[src/rtl/key_edge_detect.sv]
// Multi-channel pushbutton/switch conditioner: synchroniser, debounce, level and edge strobes.
// Optional auto-repeat on held keys is enabled by defining KEY_AUTO_REPEAT_EN.
module key_edge_detect #(
    parameter int CH         = 5,
    parameter int SYNC       = 2,
    parameter int DB_CYCLES  = 1000000,
    parameter int CNT_W      = 20,
    parameter int REP_DELAY  = 50000000,
    parameter int REP_PERIOD = 10000000
) (
    input  logic          clk,
    input  logic          rst,
    input  logic [CH-1:0] in,
    input  logic [1:0]    mode,
    output logic [CH-1:0] level,
    output logic [CH-1:0] rise,
    output logic [CH-1:0] fall,
    output logic [CH-1:0] pulse
);

    localparam logic [CNT_W-1:0] DB_LAST = CNT_W'(DB_CYCLES - 1);

    if (SYNC < 2 || DB_CYCLES < 1 || REP_DELAY < 1 || REP_PERIOD < 1 || CH < 1 ||
        ((DB_CYCLES - 1) >> CNT_W) != 0) begin : g_bad_params
        $error("key_edge_detect: illegal parameter combination");
    end

    logic [SYNC-1:0][CH-1:0]  sync_q, sync_d;
    logic [CH-1:0][CNT_W-1:0] cnt_q, cnt_d;
    logic [CH-1:0]            level_q, level_d;
    logic [CH-1:0]            rise_q, rise_d;
    logic [CH-1:0]            fall_q, fall_d;
    logic [CH-1:0]            sync_s;

    // Synchroniser shift: the raw input enters stage 0, the last stage feeds the debouncer.
    always_comb begin
        sync_d = {sync_q[SYNC-2:0], in};
        sync_s = sync_q[SYNC-1];
    end

    // Debounce: level follows the synchronised input only after DB_CYCLES stable samples.
    always_comb begin
        cnt_d   = cnt_q;
        level_d = level_q;
        rise_d  = '0;
        fall_d  = '0;
        for (int i = 0; i < CH; i++) begin
            if (sync_s[i] == level_q[i]) begin
                cnt_d[i] = '0;
            end else if (cnt_q[i] >= DB_LAST) begin
                level_d[i] = sync_s[i];
                rise_d[i]  = sync_s[i];
                fall_d[i]  = ~sync_s[i];
                cnt_d[i]   = '0;
            end else begin
                cnt_d[i] = cnt_q[i] + CNT_W'(1);
            end
        end
    end

    // Conditioner state registers; rst wins over every other update.
    always_ff @(posedge clk) begin
        if (rst) begin
            sync_q  <= '0;
            cnt_q   <= '0;
            level_q <= '0;
            rise_q  <= '0;
            fall_q  <= '0;
        end else begin
            sync_q  <= sync_d;
            cnt_q   <= cnt_d;
            level_q <= level_d;
            rise_q  <= rise_d;
            fall_q  <= fall_d;
        end
    end

`ifdef KEY_AUTO_REPEAT_EN
    localparam int REP_MAX = (REP_DELAY > REP_PERIOD) ? REP_DELAY : REP_PERIOD;
    localparam int REP_W   = $clog2(REP_MAX + 1);
    localparam logic [REP_W-1:0] REP_DLY_LAST = REP_W'(REP_DELAY - 1);
    localparam logic [REP_W-1:0] REP_PER_LAST = REP_W'(REP_PERIOD - 1);

    logic [CH-1:0][REP_W-1:0] rep_cnt_q, rep_cnt_d;
    logic [CH-1:0]            rep_arm_q, rep_arm_d;
    logic [CH-1:0]            rep_q, rep_d;

    // Repeat timer: first interval is REP_DELAY, then REP_PERIOD; idle whenever the key is up.
    always_comb begin
        rep_cnt_d = rep_cnt_q;
        rep_arm_d = rep_arm_q;
        rep_d     = '0;
        for (int i = 0; i < CH; i++) begin
            if (!level_q[i] || !level_d[i]) begin
                rep_cnt_d[i] = '0;
                rep_arm_d[i] = 1'b0;
            end else if (rep_cnt_q[i] >= (rep_arm_q[i] ? REP_PER_LAST : REP_DLY_LAST)) begin
                rep_d[i]     = 1'b1;
                rep_cnt_d[i] = '0;
                rep_arm_d[i] = 1'b1;
            end else begin
                rep_cnt_d[i] = rep_cnt_q[i] + REP_W'(1);
            end
        end
    end

    // Repeat state registers.
    always_ff @(posedge clk) begin
        if (rst) begin
            rep_cnt_q <= '0;
            rep_arm_q <= '0;
            rep_q     <= '0;
        end else begin
            rep_cnt_q <= rep_cnt_d;
            rep_arm_q <= rep_arm_d;
            rep_q     <= rep_d;
        end
    end

    assign pulse = (rise_q & {CH{mode[0]}}) | (fall_q & {CH{mode[1]}}) | (rep_q & {CH{mode[0]}});
`else
    assign pulse = (rise_q & {CH{mode[0]}}) | (fall_q & {CH{mode[1]}});
`endif

    assign level = level_q;
    assign rise  = rise_q;
    assign fall  = fall_q;

endmodule

[config.mk]
export PLATFORM = sky130hd
export DESIGN_NAME = key_edge_detect
export DESIGN_NICKNAME = d
export VERILOG_FILES = /design/src/rtl/key_edge_detect.sv
export SDC_FILE = /design/constraint.sdc
export NUM_CORES = 1
export LEC_CHECK = 0
export CORE_UTILIZATION = 55
export DETAILED_ROUTE_END_ITERATION = 10
export PLACE_DENSITY = 0.82
export SYNTH_ARGS = -nofsm -noshare
export SYNTH_HDL_FRONTEND = slang
export SYNTH_SLANG_ARGS = --single-unit
[constraint.sdc]
create_clock -name clk -period 5.1 [get_ports clk]
set_clock_uncertainty 0.15 [all_clocks]
set_input_delay 0.51 -clock clk [delete_from_list [all_inputs] [get_ports clk]]
set_output_delay 0.51 -clock clk [all_outputs]
set_load 0.02 [all_outputs]
==> flow_summary.json <==
{
  "worstHoldEndpoint": "sync_s[3]",
  "timing.rr.end": "cnt_q[23]",
  "p_seq_frac": 0.436,
  "critical_path_required_ns": 4.44,
  "synth.net_count": 585,
  "async_flop_share": 0,
  "cts_resized": 0,
  "finalInstanceArea_um2": 6150,
  "start_kind": "primary input",
  "grtUsageTotal": 0.224,
  "syn_area_um2": 5180,
  "globalRoute.totalOverflow": 0,
  "worstPathArrival_ns": 2.00,
  "final_hold_viol_count": 0,
  "min_period_ns": 2.66,
  "rsz0062_at_grt": "false",
  "hp-class": "flop to flop",
  "whs_ns": 0.287,
  "holdPathStages": 1,
  "timing.final.crit_share": 0.521,
  "synth_sequential_area_ratio": 0.483,
  "wl_um": 10200,
  "slew_viol_final": 0,
  "pwr-share-comb": 0.011,
  "portBuffers": 28,
  "dp_hpwl_um": 6650,
  "gp_congestion": 0.819,
  "fin_nets": 618,
  "power.density_nw_per_um2": 368,
  "hold_path_startpoint": "sync_d[8]",
  "status": "completed",
  "path_class": "primary input to output port",
  "root_buffer": "clkbuf_8",
  "p_leak_nw": 2.08,
  "fp-row-count": 35,
  "maxCapViolCount": 0,
  "switching_share": 0.203,
  "fmax_mhz": 377,
  "peakVddDrop_mv": 0.262,
  "drc": 0,
  "routed_via_density": 5.51,
  "die_w_um": 99.1,
  "synth_top_area_cell": "dfxtp_1",
  "final_common_cell": "dfxtp_1",
  "worst_r2r_path_depth": 5,
  "cts_hold_buf": 0,
  "tightest_slew_ns": 0.861,
  "r2r_setup_slack_ns": 2.50,
  "cts_sinks": 125,
  "synthFlopType": "dfxtp_1",
  "critPathTopFamily": "buffers and inverters",
  "setup_viol": 0,
  "cts_tree": "done",
  "diodes": 0,
  "setup_tns_ns": 0,
  "post_cts_buffers": 0,
  "ant_nets": 0,
  "worst_slack_ns": 2.44,
  "drt_iter0_markers": 121,
  "power_frac_clock": 0.553,
  "numCtsBuffers": 17,
  "dr.pass1.iters": 5,
  "vias": 4014,
  "placed_area_um2": 5530,
  "clk-insertion-delay-late_ns": 0.52,
  "r2r-start": "cnt_q[33]",
  "grt_pass1_vias": 3883,
  "endpoint_kind": "output port",
  "antenna_found_initial": 0,
  "grt_pass1_wl_um": 17300,
  "power_mw": 2.26,
  "netSwitchingPower_mw": 0.459,
  "worst_path_max_delay_cell": "clkdlybuf4s50_1",
  "synth_edf_count": 0,
  "worstPathCellList": "clkdlybuf4s50_1 > a22o_1 > clkdlybuf4s50_1",
  "layout_common_cells": "dfxtp_1 (125), nor2_1 (119), xor2_1 (54), nand3_1 (38), xnor2_1 (35)",
  "yosysTopAreaCellShare": 0.483,
  "layout-drive-gt1-share": 0.0583,
  "synth.distinct_cells": 43,
  "critPathBufInv": 2,
  "cp_common_cell": "clkdlybuf4s50_1",
  "netlist_instances": 571,
  "grt_max_degree": 29,
  "max_stage_delay_ns": 0.65,
  "path_max_fanout": 5,
  "clockBufferDepth": 2,
  "start_util": 0.564,
  "clk_pin_slew_ns": 0.06,
  "dieArea_um2": 9820,
  "slew_headroom": 0.422,
  "synth_area_leaders": "dfxtp_1 (48%), xor2_1 (9.1%), nor2_1 (8.6%)",
  "die_h_um": 99.1,
  "p_int_mw": 1.80,
  "wl_per_cell_um": 14.0,
  "ys_ff_latch": 125,
  "avgSynthCellArea_um2": 9.08,
  "core_region_area_um2": 9200,
  "yosys_warnings": 0,
  "area_growth_pct": 18.6,
  "dp_slack_ns": 2.44,
  "htreeDepth": 4,
  "io_pins": 29
}
cells by family (layout without fill, tap and decap cells):
family | count (synthesis) | after routing | synth area share
flip-flops | 125 | 125 | 0.483
AO/OA/AOI/OAI | 28 | 28 | 0.0410
multiplexers | 4 | 4 | 0.00772
adder cells (fa/ha/maj) | 5 | 5 | 0.0121
XOR/XNOR | 89 | 89 | 0.150
buffers and inverters | 24 | 70 | 0.0227
AND/OR/NAND/NOR | 296 | 296 | 0.283
state kept, by name (all words and copies together) (netlist names):
register	cells
cnt_q	100
fall	5
level	5
rise	5
sync_d	5
sync_s	5
per-layer routing:
layer,global-route usage,share of wire
met1,0.258,0.44
met5,0,0
met3,0.0730,0.048
met2,0.379,0.49
met4,0.104,0.017
metrics by stage:
step	instances	util
CTS	728	0.669
global placement	696	0.601
floorplan	571	-
global route	728	0.669
detailed placement	696	0.601
finish	728	0.669
cell type report:
cell class | instances | area [um2]
multi-input combinational | 422 | 2560
tap | 111 | 139
clock buffer | 19 | 432
fill | 703 | 3050
clock inverter | 13 | 190
inverter | 9 | 33.8
timing repair buffer | 29 | 288
sequential | 125 | 2500
cells in the mapped netlist (2+ instances only):
cell and instances:
nor3_1 12, o211ai_1 3, nor2b_1 10, buf_2 4, nor4_1 4, a211oi_1 2
a21oi_1 2, a41oi_1 2, ha_1 5, dfxtp_1 125, a22o_1 5, or4_1 7
o21ai_0 2, and2_1 5, or3_1 6, nand4_1 17, nor4b_1 2, buf_6 3
xnor2_1 35, nor3b_1 6, o21ai_1 2, nand2b_1 6, nand2_1 32, xor2_1 54
nand3_1 38, inv_1 9, mux2i_1 4, clkbuf_1 8, and3_1 20, and4_1 9
a31oi_1 2, nor2_1 119
worst max-delay path by stage:
stage | start | slack, ns | cells past startpoint | to
detailed placement | mode[0] | 2.44 | 3 | pulse[4]
global route | cnt_q[33] | 2.39 | 5 | cnt_q[23]
finish | mode[0] | 2.44 | 3 | pulse[4]
floorplan | cnt_q[92] | 3.07 | 6 | cnt_q[91]
global placement | mode[0] | 2.50 | 3 | pulse[4]
CTS | mode[0] | 2.43 | 3 | pulse[4]
power groups by stage:
stage | Clock (mW) | Combinational (mW) | Sequential, mW
final | 1.25 | 0.0251 | 0.985
after floorplan | 0 | 0.0154 | 1.01
after global routing | 1.31 | 0.0274 | 0.985
after global placement | 0 | 0.0241 | 1.01
after detailed placement | 0 | 0.0248 | 1.01
after CTS | 1.26 | 0.0253 | 0.985
(Power assumes the default switching activity.)
